[src/rtl/video_mem_sequencer.sv]
// Pixel-clock SRAM sequencer: eight-slot character period shared by video RAM/ROM fetches and one CPU access.
// Optional macro CHAR_ROM_WP_EN blocks CPU writes into the character ROM window (the access is still acked).
module video_mem_sequencer #(
    parameter logic [16:0] VRAM_BASE  = 17'h08000,
    parameter logic [16:0] CHROM_BASE = 17'h10000
) (
    input  logic        clk,
    input  logic        reset_n,
    input  logic        char_clk,
    input  logic [11:0] video_addr,
    output logic [7:0]  video_data,
    output logic        video_ram_strobe,
    output logic        video_rom_strobe,
    input  logic        cpu_req,
    input  logic        cpu_we,
    input  logic [16:0] cpu_addr,
    input  logic [7:0]  cpu_din,
    output logic [7:0]  cpu_dout,
    output logic        cpu_ack,
    output logic [16:0] mem_addr,
    output logic [7:0]  mem_dout,
    input  logic [7:0]  mem_din,
    output logic        mem_oe,
    output logic        mem_we
);

    typedef enum logic [2:0] {
        PH_VRAM_ADDR = 3'd0,
        PH_VRAM_DATA = 3'd1,
        PH_VRAM_IDLE = 3'd2,
        PH_ROM_ADDR  = 3'd3,
        PH_ROM_DATA  = 3'd4,
        PH_ROM_IDLE  = 3'd5,
        PH_CPU_ACC   = 3'd6,
        PH_CPU_DONE  = 3'd7
    } phase_t;

    phase_t      r_phase, w_phase_n;
    logic [1:0]  r_rst_sync;
    logic        r_started, w_started_n;
    logic        r_pending, w_pending_n;
    logic        r_cpu_act, w_cpu_act_n;
    logic [7:0]  r_video_data, w_video_data_n;
    logic        r_ram_stb, w_ram_stb_n;
    logic        r_rom_stb, w_rom_stb_n;
    logic [7:0]  r_cpu_dout, w_cpu_dout_n;
    logic        r_cpu_ack, w_cpu_ack_n;
    logic [16:0] r_mem_addr, w_mem_addr_n;
    logic [7:0]  r_mem_dout, w_mem_dout_n;
    logic        r_mem_oe, w_mem_oe_n;
    logic        r_mem_we, w_mem_we_n;
    logic        w_wp;

    function automatic logic [16:0] map_addr(input logic [11:0] a);
        map_addr = (a[11] ? CHROM_BASE : VRAM_BASE) + {6'd0, a[10:0]};
    endfunction

`ifdef CHAR_ROM_WP_EN
    assign w_wp = (cpu_addr >= CHROM_BASE) && (cpu_addr <= CHROM_BASE + 17'h007FF);
`else
    assign w_wp = 1'b0;
`endif

    // Reset asserts asynchronously but releases two edges later, in step with clk.
    always_ff @(posedge clk or negedge reset_n) begin
        if (!reset_n) r_rst_sync <= 2'b00;
        else          r_rst_sync <= {r_rst_sync[0], 1'b1};
    end

    always_comb begin
        w_phase_n      = (!r_started || char_clk) ? PH_VRAM_ADDR : phase_t'(r_phase + 3'd1);
        w_started_n    = r_rst_sync[1];
        w_pending_n    = r_pending | (cpu_req & ~r_pending & ~r_cpu_ack);
        w_cpu_act_n    = 1'b0;
        w_video_data_n = r_video_data;
        w_ram_stb_n    = 1'b0;
        w_rom_stb_n    = 1'b0;
        w_cpu_dout_n   = r_cpu_dout;
        w_cpu_ack_n    = 1'b0;
        w_mem_addr_n   = r_mem_addr;
        w_mem_dout_n   = r_mem_dout;
        w_mem_oe_n     = 1'b0;
        w_mem_we_n     = 1'b0;

        // Outputs are registered for the phase being entered, so decode on the next phase.
        case (w_phase_n)
            PH_VRAM_ADDR, PH_ROM_ADDR: begin
                w_mem_addr_n = map_addr(video_addr);
                w_mem_oe_n   = 1'b1;
            end
            PH_VRAM_DATA: begin
                w_video_data_n = mem_din;
                w_ram_stb_n    = 1'b1;
                w_mem_oe_n     = 1'b1;
            end
            PH_ROM_DATA: begin
                w_video_data_n = mem_din;
                w_rom_stb_n    = 1'b1;
                w_mem_oe_n     = 1'b1;
            end
            PH_CPU_ACC: begin
                if (w_pending_n) begin
                    w_cpu_act_n  = 1'b1;
                    w_mem_addr_n = cpu_addr;
                    w_mem_dout_n = cpu_din;
                    w_mem_we_n   = cpu_we & ~w_wp;
                    w_mem_oe_n   = ~cpu_we;
                end
            end
            PH_CPU_DONE: begin
                // Reached only straight from the CPU slot; a resync there skips this ack.
                if (r_cpu_act) begin
                    w_cpu_ack_n = 1'b1;
                    w_pending_n = 1'b0;
                    if (!cpu_we) w_cpu_dout_n = mem_din;
                end
            end
            default: ;
        endcase

        if (!r_rst_sync[1]) begin
            w_phase_n      = PH_VRAM_ADDR;
            w_pending_n    = 1'b0;
            w_cpu_act_n    = 1'b0;
            w_video_data_n = 8'd0;
            w_ram_stb_n    = 1'b0;
            w_rom_stb_n    = 1'b0;
            w_cpu_dout_n   = 8'd0;
            w_cpu_ack_n    = 1'b0;
            w_mem_addr_n   = 17'd0;
            w_mem_dout_n   = 8'd0;
            w_mem_oe_n     = 1'b0;
            w_mem_we_n     = 1'b0;
        end
    end

    always_ff @(posedge clk or negedge reset_n) begin
        if (!reset_n) begin
            r_phase      <= PH_VRAM_ADDR;
            r_started    <= 1'b0;
            r_pending    <= 1'b0;
            r_cpu_act    <= 1'b0;
            r_video_data <= 8'd0;
            r_ram_stb    <= 1'b0;
            r_rom_stb    <= 1'b0;
            r_cpu_dout   <= 8'd0;
            r_cpu_ack    <= 1'b0;
            r_mem_addr   <= 17'd0;
            r_mem_dout   <= 8'd0;
            r_mem_oe     <= 1'b0;
            r_mem_we     <= 1'b0;
        end else begin
            r_phase      <= w_phase_n;
            r_started    <= w_started_n;
            r_pending    <= w_pending_n;
            r_cpu_act    <= w_cpu_act_n;
            r_video_data <= w_video_data_n;
            r_ram_stb    <= w_ram_stb_n;
            r_rom_stb    <= w_rom_stb_n;
            r_cpu_dout   <= w_cpu_dout_n;
            r_cpu_ack    <= w_cpu_ack_n;
            r_mem_addr   <= w_mem_addr_n;
            r_mem_dout   <= w_mem_dout_n;
            r_mem_oe     <= w_mem_oe_n;
            r_mem_we     <= w_mem_we_n;
        end
    end

    assign video_data       = r_video_data;
    assign video_ram_strobe = r_ram_stb;
    assign video_rom_strobe = r_rom_stb;
    assign cpu_dout         = r_cpu_dout;
    assign cpu_ack          = r_cpu_ack;
    assign mem_addr         = r_mem_addr;
    assign mem_dout         = r_mem_dout;
    assign mem_oe           = r_mem_oe;
    assign mem_we           = r_mem_we;

endmodule

[config.mk]
export PLATFORM = sky130hd
export DESIGN_NAME = video_mem_sequencer
export DESIGN_NICKNAME = d
export VERILOG_FILES = /design/src/rtl/video_mem_sequencer.sv
export SDC_FILE = /design/constraint.sdc
export NUM_CORES = 1
export LEC_CHECK = 0
export CORE_ASPECT_RATIO = 0.8
export CORE_UTILIZATION = 46
export CTS_CLUSTER_SIZE = 16
export DETAILED_ROUTE_END_ITERATION = 6
export GPL_TIMING_DRIVEN = 0
export PLACE_DENSITY = 0.93
export SETUP_SLACK_MARGIN = 0.5
export SYNTH_ARGS = -nofsm -noshare
export SYNTH_HDL_FRONTEND = slang
export SYNTH_SLANG_ARGS = --single-unit
[constraint.sdc]
create_clock -name clk -period 3.3 [get_ports clk]
set_input_delay 0.33 -clock clk [delete_from_list [all_inputs] [get_ports clk]]
set_output_delay 0.33 -clock clk [all_outputs]
set_load 0.03 [all_outputs]
==> flow_metrics.env <==
export IMPL_status="completed"
export IMPL_max_freq_mhz=464
export IMPL_row_count=22
export IMPL_endpoint_kind="register"
export IMPL_finalSetupViolations=0
export IMPL_synth_area_leader_cell="dfrtp_1"
export IMPL_p_total_mw=1.33
export IMPL_final_cell_area_um2=3470
export IMPL_cts_tree="done"
export IMPL_clockBufferDepth=2
export IMPL_port_buffers=95
export IMPL_hold_viol_final=0
export IMPL_p_int_mw=1.01
export IMPL_areaGrowthSynthToFinish_pct=50.2
export IMPL_syn_nets=225
export IMPL_worst_setup_path_type="reg -> reg"
export IMPL_p_seq_share_pct=52.2
export IMPL_postCtsSetupBuffers=0
export IMPL_io_pins=96
export IMPL_max_cap_violations=0
export IMPL_yosys_register_bits=54
export IMPL_clkLatencyLatePin_ns=0.30
export IMPL_dpl_cell_area_um2=3360
export IMPL_grt_pass1_wl_um=8420
export IMPL_place_gp_congestion=0.695
export IMPL_grt_max_degree=32
export IMPL_synth_top_area_share_pct=58.5
export IMPL_fillers=342
export IMPL_synth_area_per_cell_um2=13.3
export IMPL_grt_util_all_layers_pct=21.7
export IMPL_synth_top_flop_cell="dfrtp_1"
export IMPL_die_width_um=81.2
export IMPL_worst_pin_slew_ns=0.711
export IMPL_drtAntennaViolNets=0
export IMPL_cts_sinks=54
export IMPL_cts_resized_gates=0
export IMPL_power_density_nw_per_um2=382
export IMPL_fin_nets=328
export IMPL_synth_edf_count=0
export IMPL_rsz0062_at_grt="false"
export IMPL_skew_ns=0.00747
export IMPL_ir_drop_mv=0.264
export IMPL_drive_gt1_share_pct=12.2
export IMPL_yosysUniqueCellTypes=39
export IMPL_first_pass_iters=3
export IMPL_die_h_um=65.4
export IMPL_syn_area_um2=2310
export IMPL_cp_arrival_ns=2.40
export IMPL_synth_warnings=0
export IMPL_numCtsBuffers=5
export IMPL_antenna_found_initial=0
export IMPL_power_share_combinational_pct=15.2
export IMPL_min_period_over_period_pct=65.2
export IMPL_worst_path_max_fanout=10
export IMPL_hp_class="in -> async"
export IMPL_slew_viol_final=0
export IMPL_insertedDiodeCount=0
export IMPL_post_drt_wl_per_cell_um=16.0
export IMPL_ys_seq_area_share_pct=58.5
export IMPL_h_tree_depth=2
export IMPL_synth_area_leaders="dfrtp_1 59%, mux2i_1 13%, o2bb2ai_1 4.9%"
export IMPL_syn_inst=174
export IMPL_dp_hpwl_um=4140
export IMPL_startpoint_type="register"
export IMPL_core_area_um2=4710
export IMPL_cp_data_required_time_ns=3.55
export IMPL_grt_pass1_vias=1754
export IMPL_grt_ovfl_total=0
export IMPL_totalWireLength_um=5410
export IMPL_finalSetupTns_ns=0
export IMPL_drc=0
export IMPL_swShare_pct=23.7
export IMPL_timing_final_crit_period_ns=2.15
export IMPL_power_share_clock_pct=32.6
export IMPL_p_leak_nw=1.61
export IMPL_cts_root_buf="clkbuf_8"
export IMPL_rr_worst_depth=6
export IMPL_path_clk_slew_ns=0.09
export IMPL_vias=1731
export IMPL_start_util_pct=49.0
export IMPL_slew_headroom_pct=52.6
export IMPL_whs_ns=0.0676
export IMPL_dieArea_um2=5310
export IMPL_drt_iter0_markers=90
export IMPL_vias_per_cell=5.12
export IMPL_async_flop_share_pct=100
export IMPL_switching_power_mw=0.314
export IMPL_hold_buffers=0
[metrics by stage]
stage / instances / util (%) / worst slack, ns
after floorplan: 174 / - / 1.47
after global placement: 329 / 70.8 / 0.388
after detailed placement: 330 / 71.3 / 1.10
after CTS: 338 / 73.7 / 1.14
after global routing: 338 / 73.7 / 1.06
final: 338 / 73.7 / 1.15
[cell type report]
class | count | area, um2 | area share (%)
buffer | 10 | 72.6 | 2.09
inverter | 3 | 11.3 | 0.325
sequential | 54 | 1350 | 39.0
clock inverter | 2 | 37.5 | 1.08
timing repair buffer | 96 | 973 | 28.1
clock buffer | 6 | 72.6 | 2.09
tap | 60 | 75.1 | 2.17
multi-input combinational | 107 | 873 | 25.2
[worst paths after layout]
path                       slack (ns)          start             to
max in group asynchronous        2.67        reset_n     r_phase[1]
min in group clk                 0.36  r_rst_sync[0]  r_rst_sync[1]
hold reg to reg                  0.36  r_rst_sync[0]  r_rst_sync[1]
setup / recovery                 1.15     r_phase[0]    mem_dout[2]
hold / removal                   0.07        reset_n  video_data[7]
setup reg to reg                 1.15     r_phase[0]    mem_dout[2]
[worst max-delay path: stages, from the launching register on]
cell	delay (ns)
dfrtp_1	0.39
ha_1	0.25
xor2_2	0.24
and4_1	0.25
buf_6	0.14
a21oi_1	0.57
a22o_2	0.26
[metal layers]
metal / up-vias / track usage [%] / routed length (um)
met4: 0 / 8.71 / 91
li1: 829 / - / -
met1: 841 / 27.5 / 2370
met5: - / 0 / 0
met2: 54 / 37.0 / 2700
met3: 7 / 3.61 / 248
[sequential cells by signal (all words and copies together), names as in the netlist]
name and flops:
video_ram_strobe 1, r_phase 3, mem_addr 17, r_pending 1
mem_oe 1, r_rst_sync 2, video_rom_strobe 1, cpu_dout 8
mem_dout 8, r_started 1, mem_we 1, video_data 8
r_cpu_act 1, cpu_ack 1
[cell families after synthesis]
group / after synthesis / share of synthesized area (%)
DFF: 54 / 58.5
and+or+nand+nor: 39 / 9.38
muxes: 33 / 14.5
AOI/OAI and AO/OA: 30 / 11.2
buffers and inverters: 13 / 3.63
xor gates and xnor gates: 3 / 2.06
adders and majority gates: 1 / 0.542
other: 1 / 0.162
[power by group through the flow]
| stage | combinational [mW] | sequential (mW) | clock [mW] |
|---|---|---|---|
| after CTS | 0.204 | 0.692 | 0.442 |
| final | 0.201 | 0.692 | 0.432 |
| after floorplan | 0.0458 | 0.738 | 0 |
| after global placement | 0.195 | 0.704 | 0 |
| after detailed placement | 0.203 | 0.705 | 0 |
| after global routing | 0.215 | 0.694 | 0.469 |
[cells in the final DEF, fill, tap and decap left out, drive strengths merged, types with 2 or more instances in the layout]
cell and n:
clkdlybuf4s50 94, dfrtp 54, mux2i 29, nor2 19, o2bb2ai 13, clkbuf 9, buf 9, and3 8
a22o 8, mux2 4, nor2b 2, inv 2, o211ai 2, a21boi 2, o21ai 2
[synth_stat cells, types with 2 or more instances]
cell and instances:
o2bb2ai_1 13, o211ai_1 2, nor2b_1 2, and3_1 8, inv_1 2, dfrtp_1 54, a22o_2 8, nor2_1 18
buf_6 2, buf_2 3, clkbuf_1 2, a21boi_0 2, mux2i_1 29, mux2_2 4
Power figures use the tool's default switching activity.
